### src/rtl/sd_read_sched.sv
// Arbitrates SD block reads between music refill and asset loader; ARB->ISSUE->BUSY->DONE, 3 cycles + reader time.
// Backpressure via reader state code (waits for idle); optional watchdog under `SD_SCHED_WATCHDOG_EN`.
module sd_read_sched #(
   parameter SD_IDLE_CODE   = 6,
   parameter LOW_WATER      = 1024,
   parameter URGENT_WATER   = 256,
   parameter TIMEOUT_CYCLES = 2_000_000
) (
   input  logic        clk,
   input  logic        reset_n,
   input  logic [4:0]  sd_status,
   output logic        sd_rd,
   output logic [31:0] sd_address,
   output logic        sd_reset,
   input  logic [10:0] fifo_usedw,
   input  logic        mus_en,
   input  logic [31:0] mus_start,
   input  logic [31:0] mus_end,
   input  logic        mus_restart,
   input  logic        ld_req,
   input  logic [31:0] ld_addr,
   input  logic [15:0] ld_blocks,
   output logic        ld_busy,
   output logic        ld_done,
   output logic        grant,
   output logic        err
);

   localparam logic [2:0] ST_WAIT  = 3'd0;
   localparam logic [2:0] ST_ARB   = 3'd1;
   localparam logic [2:0] ST_ISSUE = 3'd2;
   localparam logic [2:0] ST_BUSY  = 3'd3;
   localparam logic [2:0] ST_DONE  = 3'd4;
   localparam logic [4:0] IDLE     = 5'(SD_IDLE_CODE);

   logic [2:0]  state;
   logic [31:0] mus_ptr;
   logic [31:0] ld_ptr;
   logic [15:0] ld_cnt;
   logic        restart_pend;
   logic        wd_fire;

   logic sd_idle, mus_elig, urgent, pick_ld, mus_block;
   assign sd_idle   = (sd_status == IDLE);
   assign mus_elig  = mus_en && ({21'd0, fifo_usedw} < 32'(LOW_WATER));
   assign urgent    = ({21'd0, fifo_usedw} < 32'(URGENT_WATER));
   // Loader takes the slot when music is absent, or on a non-urgent tie if music went last.
   assign pick_ld   = ld_busy && (!mus_elig || (!urgent && !grant));
   assign mus_block = !grant && (state == ST_ISSUE || state == ST_BUSY || state == ST_DONE);

   always_ff @(posedge clk or negedge reset_n) begin
      if (!reset_n) begin
         state        <= ST_WAIT;
         sd_rd        <= 1'b0;
         sd_address   <= 32'd0;
         grant        <= 1'b0;
         ld_busy      <= 1'b0;
         ld_done      <= 1'b0;
         mus_ptr      <= 32'd0;
         ld_ptr       <= 32'd0;
         ld_cnt       <= 16'd0;
         restart_pend <= 1'b0;
      end else begin
         ld_done <= 1'b0;
         if (ld_req && !ld_busy) begin
            if (ld_blocks == 16'd0) begin
               ld_done <= 1'b1;
            end else begin
               ld_busy <= 1'b1;
               ld_ptr  <= ld_addr;
               ld_cnt  <= ld_blocks;
            end
         end
         if (mus_restart) begin
            if (mus_block) restart_pend <= 1'b1;
            else           mus_ptr      <= mus_start;
         end
         case (state)
            ST_WAIT: if (sd_idle && !sd_reset) state <= ST_ARB;
            ST_ARB: begin
               if (mus_elig || ld_busy) begin
                  grant      <= pick_ld;
                  sd_address <= pick_ld ? ld_ptr : (mus_restart ? mus_start : mus_ptr);
                  sd_rd      <= 1'b1;
                  state      <= ST_ISSUE;
               end
            end
            ST_ISSUE: begin
               if (wd_fire) begin
                  sd_rd <= 1'b0;
                  state <= ST_WAIT;
               end else if (!sd_idle) begin
                  sd_rd <= 1'b0;
                  state <= ST_BUSY;
               end
            end
            ST_BUSY: begin
               if (wd_fire)      state <= ST_WAIT;
               else if (sd_idle) state <= ST_DONE;
            end
            ST_DONE: begin
               state <= ST_ARB;
               if (grant) begin
                  ld_ptr <= ld_ptr + 32'd512;
                  ld_cnt <= ld_cnt - 16'd1;
                  if (ld_cnt == 16'd1) begin
                     ld_busy <= 1'b0;
                     ld_done <= 1'b1;
                  end
               end else begin
                  restart_pend <= 1'b0;
                  if (restart_pend || mus_restart || mus_ptr == mus_end) mus_ptr <= mus_start;
                  else                                                    mus_ptr <= mus_ptr + 32'd512;
               end
            end
            default: state <= ST_WAIT;
         endcase
      end
   end

`ifdef SD_SCHED_WATCHDOG_EN
   localparam int WD_W = $clog2(TIMEOUT_CYCLES + 1);
   logic [WD_W-1:0] wd_cnt;
   logic [1:0]      rst_cnt;
   logic            sd_reset_q;
   logic            err_q;

   assign wd_fire = (state == ST_ISSUE || state == ST_BUSY) &&
                    (wd_cnt == WD_W'(TIMEOUT_CYCLES - 1));

   always_ff @(posedge clk or negedge reset_n) begin
      if (!reset_n) begin
         wd_cnt     <= '0;
         rst_cnt    <= 2'd0;
         sd_reset_q <= 1'b0;
         err_q      <= 1'b0;
      end else begin
         if (state == ST_ISSUE || state == ST_BUSY) wd_cnt <= wd_cnt + 1'b1;
         else                                       wd_cnt <= '0;
         // Reader reset is held for four cycles: the firing cycle plus three countdown steps.
         if (wd_fire) begin
            sd_reset_q <= 1'b1;
            rst_cnt    <= 2'd3;
            err_q      <= 1'b1;
         end else if (rst_cnt != 2'd0) begin
            rst_cnt <= rst_cnt - 2'd1;
         end else begin
            sd_reset_q <= 1'b0;
         end
      end
   end

   assign sd_reset = sd_reset_q;
   assign err      = err_q;
`else
   assign wd_fire  = 1'b0;
   assign sd_reset = 1'b0;
   assign err      = 1'b0;
`endif

endmodule

### config.mk
export PLATFORM = sky130hd
export DESIGN_NAME = sd_read_sched
export DESIGN_NICKNAME = d
export VERILOG_FILES = /design/src/rtl/sd_read_sched.sv
export SDC_FILE = /design/constraint.sdc
export NUM_CORES = 1
export LEC_CHECK = 0
export CAP_MARGIN = 25
export CORE_MARGIN = 3
export CORE_UTILIZATION = 40
export CTS_BUF_LIST = sky130_fd_sc_hd__clkbuf_4 sky130_fd_sc_hd__clkbuf_8
export DETAILED_ROUTE_END_ITERATION = 7
export DONT_BUFFER_PORTS = 1
export PLACE_DENSITY_LB_ADDON = 0.05
export REMOVE_ABC_BUFFERS = 1
export SLEW_MARGIN = 10
export SYNTH_ARGS = -nofsm -noshare
export SYNTH_HDL_FRONTEND = slang
export SYNTH_SLANG_ARGS = --single-unit
### constraint.sdc
create_clock -name clk -period 2.7 [get_ports clk]
set_input_delay 0.27 -clock clk [delete_from_list [all_inputs] [get_ports clk]]
set_output_delay 0.27 -clock clk [all_outputs]
set_load 0.03 [all_outputs]
[Yosys cells after proc, flatten, opt, wreduce, memory -nomap -nowiden]
Cells that the tools add are included.
Word-level totals
  logic and storage cells: 84
  input port bits: 133
  output and inout port bits: 38
  latch bits: 0
  memory bits (read-only): 0
  memories: 0
  memory bits (writable): 0
  flip-flop bits (word level): 120
Operators by class
  bitwise operators: 0
  div/mod/pow operators: 0
  mux-type cells: 37
  reduce and logical (&&, ||, !) cells: 21
  order comparisons: 2
  multiply operators: 0
  shift operators: 0
  add/subtract/negate cells: 3
  eq/ne operators: 11
Operators with widths (count)
  $mux W32: 11
  $add A32 B10 Y32 const B: 2
  $mux W16: 4
  $eq A32 B32 Y1: 1
  $eq A16 B1 Y1 const B: 1
  $logic_not A16 Y1: 1
  $mux W1: 16
  $sub A16 B1 Y16 const B: 1
  $pmux W3 S5: 1
  $mux W3: 4
  $lt A11 B11 Y1 const B: 1
  $lt A11 B9 Y1 const B: 1
  $ne A2 B2 Y1 const B: 4
  $eq A3 B2 Y1 const B: 2
  $logic_or A1 B1 Y1: 6
  $eq A5 B3 Y1 const B: 1
  $logic_and A1 B1 Y1: 5
  $logic_not A1 Y1: 4
  $reduce_and A4 Y1: 1
  $eq A3 B1 Y1 const B: 1
  $eq A3 B3 Y1 const B: 1
  $logic_not A3 Y1: 1
  $reduce_and A3 Y1: 1
  $pmux W1 S2: 1
  2 further kinds: 2

[Longest topological paths before layout]
  depth in word-level cells: 8
  depth in mapped cells: 8
  depth with buffers taken out: 7

[Worst setup path after synthesis]
OpenSTA, ideal clock, no wires.
  path type: register -> register
  start: register ld_cnt[4]
  end: register ld_cnt[15]
  library setup time: 0.127 ns
  required time: 2.573 ns
  period minus slack after synthesis: 2.416 ns
  data arrival time: 2.289 ns
  setup slack: 0.284 ns
  cell stages (with the launch flop): 8
  cell sequence: dfrtp_1 -> or4_1 -> buf_2 -> or4_4 -> buf_6 -> or4_4 -> nand3_2 -> o211ai_2
On the way
  word-level cells in the longest chain between the ends: 3
RTL lines
  from (decl): line 39  | logic [15:0] ld_cnt;
  from (signal assigned): line 71  | ld_cnt <= ld_blocks;
  from (signal assigned): line 105  | ld_cnt <= ld_cnt - 16'd1;
  $sub A16 B1 Y16: line 105
  $mux W16: line 103  | if (grant) begin
  $mux W16: line 78  | case (state)
No other way between the ends.
A chain may end at the register's enable or synchronous reset.

[Worst setup path in the final report]
  start: register mus_ptr[25]
  end: register mus_ptr[13]
On the way
  word-level cells in the longest chain between the ends: 5
RTL lines
  from (decl): line 37  | logic [31:0] mus_ptr;
  from (signal assigned): line 76  | else mus_ptr <= mus_start;
  from (signal assigned): line 112  | if (restart_pend || mus_restart || mus_ptr == mus_end) mus_ptr <= mus_start;
  from (signal assigned): line 113  | else mus_ptr <= mus_ptr + 32'd512;
  $eq A32 B32 Y1: line 112
  $logic_or A1 B1 Y1: line 112
  $mux W32: line 112
  $mux W32: line 103
  $mux W32: line 78
No other way between the ends.

==> out/summary.json <==
{
  "postCtsResizedCells": {"value": 0},
  "grt_max_degree": {"value": 121},
  "route.detailed.vias_per_inst": {"value": 5.79},
  "tritoncts": {"value": "built"},
  "yosysWarnings": {"value": 0},
  "hold_path_class": {"value": "primary input to async pin"},
  "wire_length_of_the_first_global_routing_pass": {"value": 34.4, "unit": "mm"},
  "worst_slack": {"value": 0.289, "unit": "ns"},
  "critical_path_required": {"value": 3.04, "unit": "ns"},
  "die-area": {"value": 19000, "unit": "um^2"},
  "drt_first_pass_iters": {"value": 5},
  "clock_latency": {"value": 0.45, "unit": "ns"},
  "fp.dieH": {"value": 138, "unit": "um"},
  "layout_worst_path_cycle_share": {"value": 89.3, "unit": "%"},
  "finish.net_count": {"value": 1011},
  "synth.top_cells.by_count": {"value": "nand2_1 (123), dfrtp_1 (120), o21ai_0 (88), nor2_1 (63), clkbuf_1 (40)"},
  "core_region_area": {"value": 16800, "unit": "um^2"},
  "netlist_instances": {"value": 804},
  "drcViolationCount": {"value": 0},
  "max-clock-path-buffers": {"value": 2},
  "synth_top_area_cell": {"value": "dfrtp_1"},
  "maxCapViolCount": {"value": 0},
  "critical-path-slowest-cell": {"value": "dfrtp_1"},
  "postLayoutCoreUtil": {"value": 50.5, "unit": "%"},
  "crit_chain": {"value": "xor2_1 -> nor4_1 -> nand4_1 -> o21ai_1 -> nand2_1 -> o221a_2"},
  "grtUsageTotal": {"value": 23.8, "unit": "%"},
  "number_of_buffers_and_inverters_on_the_critical_path": {"value": 0},
  "setup_viol": {"value": 0},
  "nFillCells": {"value": 1648},
  "floorplan.initialDensity": {"value": 41.4, "unit": "%"},
  "syn_area": {"value": 6960, "unit": "um^2"},
  "vias_in_the_first_global_route": {"value": 6305},
  "critical_path.top_delay_family": {"value": "simple AND/OR/NAND/NOR gates"},
  "power_leakage": {"value": 3.54, "unit": "nW"},
  "dr_total_vias": {"value": 6407},
  "grt_overflow": {"value": 0},
  "rsz0062_at_grt": {"value": "no"},
  "fmax": {"value": 0.415, "unit": "GHz"},
  "post_synth_edffs": {"value": 0},
  "placed_area": {"value": 7260, "unit": "um^2"},
  "drive_above_1_share": {"value": 8.57, "unit": "%"},
  "detailedRoute.firstIterationViolations": {"value": 561},
  "hold_slack": {"value": -0.492, "unit": "ns"},
  "cts_buffers": {"value": 17},
  "postSynthRegisterBits": {"value": 120},
  "cts.hold.buffers_added": {"value": 74},
  "pre_cts_slack": {"value": 0.244, "unit": "ns"},
  "violations": {"value": "negative hold slack"},
  "syn_area_per_cell": {"value": 8.65, "unit": "um^2"},
  "portBuffers": {"value": 0},
  "place.detailed.hpwl": {"value": 15.7, "unit": "mm"},
  "critPathMaxFanout": {"value": 13},
  "synth_seq_area_share": {"value": 43.2, "unit": "%"},
  "post_cts.repair.setup_buffers": {"value": 0},
  "final_gp_congestion": {"value": 0.864},
  "peak_supply_drop": {"value": 0.334, "unit": "mV"},
  "power-per-cell-area": {"value": 949, "unit": "nW/um^2"},
  "num_rows": {"value": 47},
  "postRouteAntennaNets": {"value": 0},
  "maxSlewHeadroom": {"value": 57.8, "unit": "%"},
  "root_buffer": {"value": "clkbuf_8"},
  "antenna_found_initial": {"value": 0},
  "critical_path_arrival": {"value": 2.75, "unit": "ns"},
  "asyncSetResetFlopFracSynth": {"value": 100, "unit": "%"},
  "yosysMostFrequentCell": {"value": "nand2_1"},
  "finalMaxSlewViolations": {"value": 0},
  "run_status": {"value": "finished, violations left"},
  "syn2layout_area_growth": {"value": 22.0, "unit": "%"},
  "antennaDiodeCount": {"value": 0},
  "worst_pin_slew": {"value": 0.633, "unit": "ns"},
  "fin_tns_setup": {"value": 0, "unit": "ns"},
  "cts_htree_levels": {"value": 4},
  "fin_crit": {"value": 2.41, "unit": "ns"},
  "wl": {"value": 22.5, "unit": "mm"},
  "setup.worst_path.class": {"value": "flop to flop"},
  "cts.reportedPaths.clkPinSlew": {"value": 0.08, "unit": "ns"},
  "critical-path-max-stage-delay": {"value": 0.46, "unit": "ns"},
  "final-hold-violation-count": {"value": 120},
  "cp_startpoint_kind": {"value": "flop"},
  "yosysUniqueCellTypes": {"value": 61},
  "synth_largest_type_area_fraction": {"value": 43.2, "unit": "%"},
  "end_kind": {"value": "flop"},
  "boundaryPins": {"value": 171},
  "cts.sink_count": {"value": 120},
  "final.setup_skew": {"value": 0.0165, "unit": "ns"},
  "synthFlopType": {"value": "dfrtp_1"},
  "die_w": {"value": 138, "unit": "um"},
  "synth.area.top_cells": {"value": "dfrtp_1 (43%), nand2_1 (6.6%), o21ai_0 (6.3%)"},
  "post-route-cell-area": {"value": 8490, "unit": "um^2"},
  "wl_per_cell": {"value": 20.3, "unit": "um"}
}
## power by group
| group | internal, mW | total [mW] | leakage (nW) | switching [mW] |
|---|---|---|---|---|
| logic | 0.997 | 2.18 | 1.88 | 1.19 |
| registers | 2.51 | 3.84 | 1.42 | 1.33 |
| clock network | 1.24 | 2.03 | 0.241 | 0.791 |
## final timing paths
path / cells after the start / slack, ns / endpoint / from
max in group asynchronous: 0 / 2.88 / mus_ptr[19] / reset_n
worst min register to register: 2 / 0.48 / ld_ptr[5] / ld_ptr[5]
worst min-delay path: 0 / -0.49 / mus_ptr[18] / reset_n
worst max register to register: 6 / 0.29 / mus_ptr[13] / mus_ptr[25]
worst max-delay path: 6 / 0.29 / mus_ptr[13] / mus_ptr[25]
min in group clk: 2 / 0.04 / ld_ptr[25] / ld_addr[25]
## registers in the layout (all words and copies together) (netlist names)
signal / flops
grant: 1
ld_busy: 1
ld_cnt: 16
ld_done: 1
ld_ptr: 32
mus_ptr: 32
restart_pend: 1
sd_address: 32
sd_rd: 1
state: 3
## metal layers
| layer | share of wire [%] | GRT usage [%] | vias to the layer above |
|---|---|---|---|
| met5 | 0 | 0 | - |
| met4 | 1.4 | 7.63 | 0 |
| met3 | 6.8 | 5.95 | 24 |
| met2 | 47 | 37.1 | 224 |
| met1 | 45 | 32.6 | 3113 |
| li1 | - | - | 3046 |
## cells by family after synthesis
family | Yosys count | synth area share, %
xor gates and xnor gates | 32 | 4.03
adders and majority gates | 4 | 0.719
muxes | 45 | 6.71
and+or+nand+nor | 311 | 21.3
DFF | 120 | 43.2
other | 1 | 0.0539
buffers and inverters | 70 | 4.17
AOI/OAI and AO/OA | 221 | 19.9
## placed cells by master, fill, tap and decap left out, types with 6 or more instances in the layout
cell,n
dfrtp_1,120
a211oi_1,8
or3_1,8
a31oi_1,6
mux2_1,11
o22ai_1,7
nand4_1,10
buf_4,31
a21oi_1,34
nor2_1,63
o21a_1,7
nor3_1,20
inv_1,13
nand3_1,27
nor4_1,17
a221o_1,8
mux2i_1,32
or4_1,7
and3_1,12
xor2_1,32
o21ai_1,23
o21ai_0,88
clkbuf_8,19
nand2_1,122
bufinv_16,6
o221a_1,13
dlygate4sd3_1,74
## cell type report
| class | instances | area, um^2 | area share (%) |
|---|---|---|---|
| clock inverters | 13 | 224 | 2.64 |
| multi-input cells | 615 | 3680 | 43.3 |
| repair buffers | 106 | 993 | 11.7 |
| inverters | 14 | 52.6 | 0.619 |
| flip-flops and latches | 120 | 3000 | 35.4 |
| well taps | 220 | 275 | 3.24 |
| clock buffers | 19 | 262 | 3.08 |
## per-stage QoR
| step | std cells | power, mW | hold WS, ns |
|---|---|---|---|
| 6_report | 1107 | 8.05 | -0.492 |
| 5_1_grt | 1107 | 8.56 | -0.530 |
| 4_1_cts | 1107 | 8.09 | -0.529 |
| 3_5_place_dp | 1001 | 5.97 | -0.0205 |
| 3_3_place_gp | 1001 | 5.89 | -0.0208 |
| 2_1_floorplan | 749 | 5.09 | -0.0256 |
No activity file was read; power rests on OpenSTA's default activity.
